===== src/rtl/l2_status_regs_pkg.sv =====
// Shared constants and types for the L2 status register block:
// default geometry, flush FSM state encoding and a small popcount helper.
package l2_status_regs_pkg;

   localparam int unsigned L2_N_MSHR_DEFAULT = 16;
   localparam int unsigned L2_N_SETS_DEFAULT = 256;
   localparam int unsigned L2_N_WAYS_DEFAULT = 16;
   localparam int unsigned L2_N_FREE_MAX     = 4;

   typedef enum logic [1:0] {
      FLUSH_IDLE = 2'd0,
      FLUSH_WALK = 2'd1,
      FLUSH_DONE = 2'd2
   } flush_state_e;

   function automatic logic [2:0] popcount4(input logic [3:0] v);
      popcount4 = 3'(v[0]) + 3'(v[1]) + 3'(v[2]) + 3'(v[3]);
   endfunction

endpackage


===== src/rtl/l2_status_regs_if.sv =====
// Flush-walk control bundle: the requester drives start/step/abort,
// the status block returns the walk position and progress flags.
interface l2_status_regs_if import l2_status_regs_pkg::*; #(
   parameter int unsigned N_SETS   = L2_N_SETS_DEFAULT,
   parameter int unsigned N_WAYS   = L2_N_WAYS_DEFAULT,
   localparam int unsigned SET_BITS = $clog2(N_SETS),
   localparam int unsigned WAY_BITS = $clog2(N_WAYS)
) ();

   logic                flush_start;
   logic                flush_step;
   logic                flush_abort;
   logic [SET_BITS-1:0] flush_set;
   logic [WAY_BITS-1:0] flush_way;
   logic                flush_active;
   logic                flush_done;

   modport master (
      output flush_start,
      output flush_step,
      output flush_abort,
      input  flush_set,
      input  flush_way,
      input  flush_active,
      input  flush_done
   );

   modport slave (
      input  flush_start,
      input  flush_step,
      input  flush_abort,
      output flush_set,
      output flush_way,
      output flush_active,
      output flush_done
   );

endinterface


===== src/rtl/l2_status_regs_flush_walker.sv =====
// Set/way flush walker: steps through every (set, way) pair on request,
// then pulses done for one cycle before returning to idle.
module l2_flush_walker import l2_status_regs_pkg::*; #(
   parameter int unsigned N_SETS   = L2_N_SETS_DEFAULT,
   parameter int unsigned N_WAYS   = L2_N_WAYS_DEFAULT,
   localparam int unsigned SET_BITS = $clog2(N_SETS),
   localparam int unsigned WAY_BITS = $clog2(N_WAYS)
) (
   input  logic                clk,
   input  logic                rst,
   input  logic                flush_start,
   input  logic                flush_step,
   input  logic                flush_abort,
   output logic [SET_BITS-1:0] flush_set,
   output logic [WAY_BITS-1:0] flush_way,
   output logic                flush_active,
   output logic                flush_done
);

   localparam logic [SET_BITS-1:0] SET_LAST = '1;
   localparam logic [WAY_BITS-1:0] WAY_LAST = '1;

   flush_state_e        state_q, state_d;
   logic [SET_BITS-1:0] set_q, set_d;
   logic [WAY_BITS-1:0] way_q, way_d;

   always_ff @(posedge clk or posedge rst) begin
      if (rst) begin
         state_q <= FLUSH_IDLE;
         set_q   <= '0;
         way_q   <= '0;
      end else begin
         state_q <= state_d;
         set_q   <= set_d;
         way_q   <= way_d;
      end
   end

   always_comb begin
      state_d = state_q;
      set_d   = set_q;
      way_d   = way_q;
      if (flush_abort) begin
         state_d = FLUSH_IDLE;
         set_d   = '0;
         way_d   = '0;
      end else begin
         unique case (state_q)
            FLUSH_IDLE: begin
               if (flush_start) begin
                  state_d = FLUSH_WALK;
                  set_d   = '0;
                  way_d   = '0;
               end
            end
            FLUSH_WALK: begin
               if (flush_step) begin
                  // Last pair finishes the walk; counters stay at max in DONE.
                  if (way_q == WAY_LAST && set_q == SET_LAST) begin
                     state_d = FLUSH_DONE;
                  end else if (way_q == WAY_LAST) begin
                     way_d = '0;
                     set_d = set_q + SET_BITS'(1);
                  end else begin
                     way_d = way_q + WAY_BITS'(1);
                  end
               end
            end
            FLUSH_DONE: begin
               state_d = FLUSH_IDLE;
               set_d   = '0;
               way_d   = '0;
            end
            default: begin
               state_d = FLUSH_IDLE;
               set_d   = '0;
               way_d   = '0;
            end
         endcase
      end
   end

   always_comb begin
      flush_set    = set_q;
      flush_way    = way_q;
      flush_active = (state_q == FLUSH_WALK);
      flush_done   = (state_q == FLUSH_DONE);
   end

endmodule


===== src/rtl/l2_status_regs.sv =====
// L2 status registers: MSHR free-entry counter with error tracking,
// generic set/clear flags, forward-stall tracking and the flush walker.
module l2_status_regs import l2_status_regs_pkg::*; #(
   parameter int unsigned N_MSHR    = L2_N_MSHR_DEFAULT,
   parameter int unsigned N_FREE    = 2,
   parameter int unsigned N_FLAGS   = 6,
   parameter int unsigned N_SETS    = L2_N_SETS_DEFAULT,
   parameter int unsigned N_WAYS    = L2_N_WAYS_DEFAULT,
   localparam int unsigned MSHR_BITS = $clog2(N_MSHR)
) (
   input  logic                        clk,
   input  logic                        rst,
   input  logic                        alloc_en,
   input  logic [N_FREE-1:0]           free_en,
   input  logic [N_FREE*MSHR_BITS-1:0] free_idx,
   input  logic [N_FLAGS-1:0]          flag_set,
   input  logic [N_FLAGS-1:0]          flag_clr,
   input  logic                        fwd_stall_set,
   input  logic [MSHR_BITS-1:0]        fwd_stall_idx,
   input  logic                        clr_fwd_stall_ended,
   l2_status_regs_if.slave             flush_bus,
   output logic [MSHR_BITS:0]          mshr_cnt,
   output logic                        mshr_full,
   output logic                        mshr_idle,
   output logic                        err_cnt,
   output logic [N_FLAGS-1:0]          flags,
   output logic [N_MSHR-1:0]           fwd_wait_mask,
   output logic                        fwd_stall,
   output logic                        fwd_stall_ended
);

   localparam int unsigned CNT_W = MSHR_BITS + 1;
   localparam int unsigned SUM_W = MSHR_BITS + 2;
   localparam logic [CNT_W-1:0] CNT_MAX = CNT_W'(N_MSHR);

   logic [CNT_W-1:0]     mshr_cnt_q, mshr_cnt_d;
   logic                 err_cnt_q, err_cnt_d;
   logic [N_FLAGS-1:0]   flags_q, flags_d;
   logic [N_MSHR-1:0]    fwd_wait_mask_q, fwd_wait_mask_d;
   logic                 fwd_stall_ended_q, fwd_stall_ended_d;

   logic [L2_N_FREE_MAX-1:0] free_en_pad;
   logic [2:0]               free_pop;
   logic [SUM_W-1:0]         cnt_sum;
   logic [MSHR_BITS-1:0]     rel_idx;
   logic                     stall_hit;

   always_comb begin
      free_en_pad = '0;
      free_en_pad[N_FREE-1:0] = free_en;
      free_pop   = popcount4(free_en_pad);
      cnt_sum    = SUM_W'(mshr_cnt_q) + SUM_W'(free_pop) - SUM_W'(alloc_en);
      mshr_cnt_d = mshr_cnt_q;
      err_cnt_d  = err_cnt_q;
      // Allocation with nothing free and nothing returning is dropped.
      if (alloc_en && mshr_cnt_q == '0 && free_pop == '0) begin
         err_cnt_d = 1'b1;
      end else if (cnt_sum > SUM_W'(N_MSHR)) begin
         mshr_cnt_d = CNT_MAX;
         err_cnt_d  = 1'b1;
      end else begin
         mshr_cnt_d = cnt_sum[CNT_W-1:0];
      end
   end

   always_comb begin
      flags_d = (flags_q | flag_set) & ~flag_clr;
   end

   always_comb begin
      fwd_wait_mask_d = fwd_wait_mask_q;
      stall_hit       = 1'b0;
      rel_idx         = '0;
      if (fwd_stall_set) begin
         fwd_wait_mask_d[fwd_stall_idx] = 1'b1;
      end
      // A release that matches a same-cycle stall request also counts as a hit.
      for (int unsigned p = 0; p < N_FREE; p++) begin
         rel_idx = free_idx[p*MSHR_BITS +: MSHR_BITS];
         if (free_en[p] &&
             (fwd_wait_mask_q[rel_idx] || (fwd_stall_set && fwd_stall_idx == rel_idx))) begin
            fwd_wait_mask_d[rel_idx] = 1'b0;
            stall_hit                = 1'b1;
         end
      end
      fwd_stall_ended_d = stall_hit | (fwd_stall_ended_q & ~clr_fwd_stall_ended);
   end

   always_ff @(posedge clk or posedge rst) begin
      if (rst) begin
         mshr_cnt_q        <= CNT_MAX;
         err_cnt_q         <= 1'b0;
         flags_q           <= '0;
         fwd_wait_mask_q   <= '0;
         fwd_stall_ended_q <= 1'b0;
      end else begin
         mshr_cnt_q        <= mshr_cnt_d;
         err_cnt_q         <= err_cnt_d;
         flags_q           <= flags_d;
         fwd_wait_mask_q   <= fwd_wait_mask_d;
         fwd_stall_ended_q <= fwd_stall_ended_d;
      end
   end

   assign mshr_cnt        = mshr_cnt_q;
   assign mshr_full       = (mshr_cnt_q == '0);
   assign mshr_idle       = (mshr_cnt_q == CNT_MAX);
   assign err_cnt         = err_cnt_q;
   assign flags           = flags_q;
   assign fwd_wait_mask   = fwd_wait_mask_q;
   assign fwd_stall       = |fwd_wait_mask_q;
   assign fwd_stall_ended = fwd_stall_ended_q;

   l2_flush_walker #(
      .N_SETS (N_SETS),
      .N_WAYS (N_WAYS)
   ) u_flush_walker (
      .clk          (clk),
      .rst          (rst),
      .flush_start  (flush_bus.flush_start),
      .flush_step   (flush_bus.flush_step),
      .flush_abort  (flush_bus.flush_abort),
      .flush_set    (flush_bus.flush_set),
      .flush_way    (flush_bus.flush_way),
      .flush_active (flush_bus.flush_active),
      .flush_done   (flush_bus.flush_done)
   );

endmodule


===== src/flat_wrapper.sv =====
// flat-port wrapper written by rule: the top's interface ports become plain ports
module l2_status_regs_flat import l2_status_regs_pkg::*;
#(
   parameter int unsigned N_MSHR    = L2_N_MSHR_DEFAULT,
   parameter int unsigned N_FREE    = 2,
   parameter int unsigned N_FLAGS   = 6,
   parameter int unsigned N_SETS    = L2_N_SETS_DEFAULT,
   parameter int unsigned N_WAYS    = L2_N_WAYS_DEFAULT,
   localparam int unsigned MSHR_BITS = $clog2(N_MSHR)
)
  (clk, rst, alloc_en, free_en, free_idx, flag_set, flag_clr, fwd_stall_set, fwd_stall_idx, clr_fwd_stall_ended, mshr_cnt, mshr_full, mshr_idle, err_cnt, flags, fwd_wait_mask, fwd_stall, fwd_stall_ended, flush_bus_flush_start, flush_bus_flush_step, flush_bus_flush_abort, flush_bus_flush_set, flush_bus_flush_way, flush_bus_flush_active, flush_bus_flush_done);
  l2_status_regs_if #(.N_SETS(N_SETS), .N_WAYS(N_WAYS)) flush_bus_i ();
  input  logic clk;
  input  logic rst;
  input  logic alloc_en;
  input  logic [N_FREE-1:0] free_en;
  input  logic [N_FREE*MSHR_BITS-1:0] free_idx;
  input  logic [N_FLAGS-1:0] flag_set;
  input  logic [N_FLAGS-1:0] flag_clr;
  input  logic fwd_stall_set;
  input  logic [MSHR_BITS-1:0] fwd_stall_idx;
  input  logic clr_fwd_stall_ended;
  output logic [MSHR_BITS:0] mshr_cnt;
  output logic mshr_full;
  output logic mshr_idle;
  output logic err_cnt;
  output logic [N_FLAGS-1:0] flags;
  output logic [N_MSHR-1:0] fwd_wait_mask;
  output logic fwd_stall;
  output logic fwd_stall_ended;
  input wire logic [$bits(flush_bus_i.flush_start)-1:0] flush_bus_flush_start;
  input wire logic [$bits(flush_bus_i.flush_step)-1:0] flush_bus_flush_step;
  input wire logic [$bits(flush_bus_i.flush_abort)-1:0] flush_bus_flush_abort;
  output wire logic [$bits(flush_bus_i.flush_set)-1:0] flush_bus_flush_set;
  output wire logic [$bits(flush_bus_i.flush_way)-1:0] flush_bus_flush_way;
  output wire logic [$bits(flush_bus_i.flush_active)-1:0] flush_bus_flush_active;
  output wire logic [$bits(flush_bus_i.flush_done)-1:0] flush_bus_flush_done;
  assign flush_bus_i.flush_start = flush_bus_flush_start;
  assign flush_bus_i.flush_step = flush_bus_flush_step;
  assign flush_bus_i.flush_abort = flush_bus_flush_abort;
  assign flush_bus_flush_set = flush_bus_i.flush_set;
  assign flush_bus_flush_way = flush_bus_i.flush_way;
  assign flush_bus_flush_active = flush_bus_i.flush_active;
  assign flush_bus_flush_done = flush_bus_i.flush_done;
  l2_status_regs #(.N_MSHR(N_MSHR), .N_FREE(N_FREE), .N_FLAGS(N_FLAGS), .N_SETS(N_SETS), .N_WAYS(N_WAYS)) u_core (.clk(clk), .rst(rst), .alloc_en(alloc_en), .free_en(free_en), .free_idx(free_idx), .flag_set(flag_set), .flag_clr(flag_clr), .fwd_stall_set(fwd_stall_set), .fwd_stall_idx(fwd_stall_idx), .clr_fwd_stall_ended(clr_fwd_stall_ended), .flush_bus(flush_bus_i), .mshr_cnt(mshr_cnt), .mshr_full(mshr_full), .mshr_idle(mshr_idle), .err_cnt(err_cnt), .flags(flags), .fwd_wait_mask(fwd_wait_mask), .fwd_stall(fwd_stall), .fwd_stall_ended(fwd_stall_ended));
endmodule

===== config.mk =====
export PLATFORM = sky130hd
export DESIGN_NAME = l2_status_regs_flat
export DESIGN_NICKNAME = d
export VERILOG_FILES = /design/src/rtl/l2_status_regs_pkg.sv /design/src/rtl/l2_status_regs_if.sv /design/src/rtl/l2_status_regs_flush_walker.sv /design/src/rtl/l2_status_regs.sv /design/src/flat_wrapper.sv
export SDC_FILE = /design/constraint.sdc
export NUM_CORES = 1
export LEC_CHECK = 0
export CAP_MARGIN = 20
export CORE_MARGIN = 5
export CORE_UTILIZATION = 40
export CTS_BUF_LIST = sky130_fd_sc_hd__clkbuf_16
export DETAILED_ROUTE_END_ITERATION = 12
export GPL_ROUTABILITY_DRIVEN = 0
export PLACE_DENSITY = 0.69
export SETUP_SLACK_MARGIN = 0.4
export SKIP_LAST_GASP = 1
export SYNTH_ARGS = -nofsm -noshare
export SYNTH_HDL_FRONTEND = slang
export SYNTH_SLANG_ARGS = --single-unit

===== constraint.sdc =====
create_clock -name clk -period 2.5 [get_ports clk]
set_input_delay 0.5 -clock clk [delete_from_list [all_inputs] [get_ports clk]]
set_output_delay 0.5 -clock clk [all_outputs]
set_load 0.005 [all_outputs]

==> results.py <==
metrics = {
    "setup_path": {
        "rrSetupSlack_ns": 0.19,
        "critical_path_required_ns": 2.65,
        "cpPeakStageDelay_ns": 0.39,
        "worstSetupStartpoint": "alloc_en",
        "crit_chain": "clkdlybuf4s15_2 -> ha_4 -> inv_2 -> ha_4 -> inv_2 -> fa_2 -> nand2b_4 -> a21oi_2 -> or3_1 -> o211a_1 -> or4_1",
        "type_of_destination_of_the_critical_path": "register",
        "cp_max_fo": 2,
        "cpMaxStageDelayCell": "or4_1",
        "worstReg2RegStart": "u_core.mshr_cnt[0]",
        "crit_type": "primary input to register",
        "worstPathArrival_ns": 2.46,
        "cp-start-kind": "primary input",
    },
    "clock_network": {
        "clock_buffers_created_by_tritoncts": 5,
        "cts.htree.levels": 2,
        "cts_max_path_buffers": 2,
        "clock-sinks": 43,
        "clkSlewWorstSetupHoldPaths_ns": 0.06,
        "post_cts_hold_buffer_count": 0,
        "clk_latency_ns": 0.28,
        "cts_tree": "built",
        "cts_root_buf": "clkbuf_16",
    },
    "synth": {
        "synth_top_family_by_area": "compound AO/OA/AOI/OAI gates",
        "postSynthRegisterBits": 43,
        "synth.net_count": 338,
        "synth_edf_count": 0,
        "cells_taking_the_most_area_after_synthesis": "dfrtp_1, mux4_2, ha_1",
        "synth-simple-area-share": 0.190,
        "syn_avg_cell_area_um2": 9.77,
        "synthesis.yosys.warnings": 0,
        "synth.most_common_cell": "dfrtp_1",
        "asyncSetResetFlopFracSynth": 1.00,
        "synth_xor_xnor_area_share": 0.0339,
        "ys_top_cells_by_count": "dfrtp_1, nor2_1, a21oi_1, inv_1",
        "post_synth_instance_area_um2": 2840,
        "synth.top_cell.area_share": 0.370,
        "yosys_most_used_dff": "dfrtp_1",
        "synth_area_in_compound_gates": 0.207,
        "post_synth_fa_ha_maj_area_fraction": 0.0599,
        "post-synth-top-area-cell": "dfrtp_1",
        "share_of_the_yosys_chip_area_belonging_to_registers": 0.379,
        "synth.mux.area_fraction": 0.0801,
        "netlist_instances": 291,
        "library_cells_used_by_synthesis": 52,
    },
    "final_layout": {
        "diodes": 0,
        "finish.net_count": 450,
        "area_growth_syn_to_layout_pct": 55.6,
        "ratio_of_cells_with_drive_above_1_in_the_final_layout": 0.265,
    },
    "routing": {
        "postRouteWirelength_um": 8580,
        "wl_per_cell_um": 17.2,
        "remaining_drc_errors": 0,
        "ant_nets": 0,
        "via_count_normalized_by_instance_count": 5.73,
        "drt_iter0_drc": 329,
        "drtPass1Iterations": 5,
        "routed-via-count": 2867,
    },
    "pwr": {
        "power_density_nw_per_um2": 869,
        "power.ir.vdd_worst_uv": 396,
        "leak_nw": 1.87,
        "power.total_mw": 3.84,
    },
    "worst_hold_path": {
        "hold_path_startpoint": "u_core.flags[4]",
        "min_path_type": "register to register",
    },
    "sta": {
        "clock_skew_ns": 0.00677,
        "slew_headroom": 0.382,
        "finalWorstPathRequiredPeriod_ns": 2.31,
        "finalHoldViolations": 0,
        "max_slew.worst_pin.slew_ns": 0.922,
        "grt_setup_unrepaired": "true",
        "slew_violations": 0,
        "finalSetupViolCount": 0,
        "clock.fmax_mhz": 432,
        "min_period_over_period": 0.925,
        "fin_setup_tns_ns": 0,
        "post-route-worst-setup-slack_ns": 0.187,
    },
    "floorplan": {
        "core_um2": 6870,
        "die_height_um": 94.3,
        "design.portCount": 80,
        "chipWidth_um": 94.3,
        "starting_density_of_the_core": 0.414,
        "std_cell_rows": 30,
        "die_area_um2": 8890,
    },
    "run": {
        "drv_cap": 0,
    },
    "placement": {
        "preCtsSetupSlack_ns": -0.594,
        "dpl.hpwl_um": 6540,
        "numPortBuffers": 79,
    },
    "grt": {
        "grt.overflow.total": 0,
        "grt_use_total": 0.192,
        "antenna_found_initial": 0,
        "grt_pass1_wl_um": 13800,
        "via_count_of_the_first_global_routing_pass": 2904,
        "grt_start_max_net_pins": 27,
    },
    "outcome": {
        "status": "complete, no violations",
    },
}
## stage by stage
step	utilization	std cells	instance area [um^2]	hold WS [ns]
2_1_floorplan	-	291	2950	0.469
3_3_place_gp	0.586	486	4030	0.471
3_5_place_dp	0.586	486	4030	0.470
4_1_cts	0.630	499	4330	0.490
5_1_grt	0.644	500	4420	0.515
6_report	0.644	500	4420	0.491
## cell type report
cell class | count | area (um^2)
clock buffer | 5 | 125
clock inverter | 3 | 63.8
fill | 548 | 2440
inverter | 22 | 85.1
multi-input combinational | 216 | 1890
sequential | 43 | 1080
tap | 96 | 120
timing repair buffer | 115 | 1060
## cell families after synthesis
group                      after synthesis
and+or+nand+nor                        101
AOI/OAI and AO/OA                       80
DFF                                     43
buffers and inverters                   32
adders and majority gates               13
xor gates and xnor gates                11
muxes                                   11
## worst paths after layout
path	to	cells past startpoint
max	u_core.err_cnt	11
min	u_core.flags[4]	2
max reg2reg	u_core.err_cnt	11
min reg2reg	u_core.flags[4]	2
max in group asynchronous	u_core.fwd_wait_mask[11]	3
min in group asynchronous	u_core.u_flush_walker.flush_set[3]	2
## timing repair
item,4_1_cts,5_1_grt
endpoints found under the setup margin,26,18
pin swaps,7,2
gates resized for setup,35,21
buffers inserted,5,1
## routing by layer
layer  GRT usage  vias up  wire, um
met5           0        -         0
li1            -     1320         -
met1       0.256     1367      3500
met3      0.0385       30       684
met4      0.0602        0       201
met2       0.313      150      4190
## critical path: cells and delay by family
family / cells / cell delay, ns
AO/OA/AOI/OAI: 2 / 0.20
adder cells (fa/ha/maj): 3 / 0.63
AND/OR/NAND/NOR: 3 / 0.85
buffers and inverters: 3 / 0.28
## placed cells by master (no fill, tap or decap), types with 6 or more instances in the layout
cell type / instances
and3_1: 6
xor2_1: 7
inv_2: 7
buf_4: 36
nor2_1: 24
clkdlybuf4s50_1: 69
a221oi_1: 10
a21oi_1: 20
ha_4: 7
mux4_2: 9
nor2b_1: 10
a221oi_2: 7
nand3_1: 8
inv_1: 14
a31oi_1: 8
nand2_1: 16
dfrtp_1: 38
## state kept, by name, indices dropped and copies added, names as in the netlist
| signal | flops |
|---|---|
| u_core.fwd_stall_ended | 1 |
| u_core.u_flush_walker.state_q | 2 |
| u_core.u_flush_walker.flush_set | 8 |
| u_core.u_flush_walker.flush_way | 4 |
| u_core.mshr_cnt | 5 |
| u_core.err_cnt | 1 |
| u_core.flags | 6 |
| u_core.fwd_wait_mask | 16 |
## where the power goes
| group | leakage, nW | switching, mW | internal, mW |
|---|---|---|---|
| clock | 0.0952 | 0.248 | 0.568 |
| combinational | 1.24 | 0.803 | 1.08 |
| sequential | 0.535 | 0.284 | 0.865 |
| total | 1.87 | 1.33 | 2.51 |
Note: power is estimated with default switching activity, not from simulation.
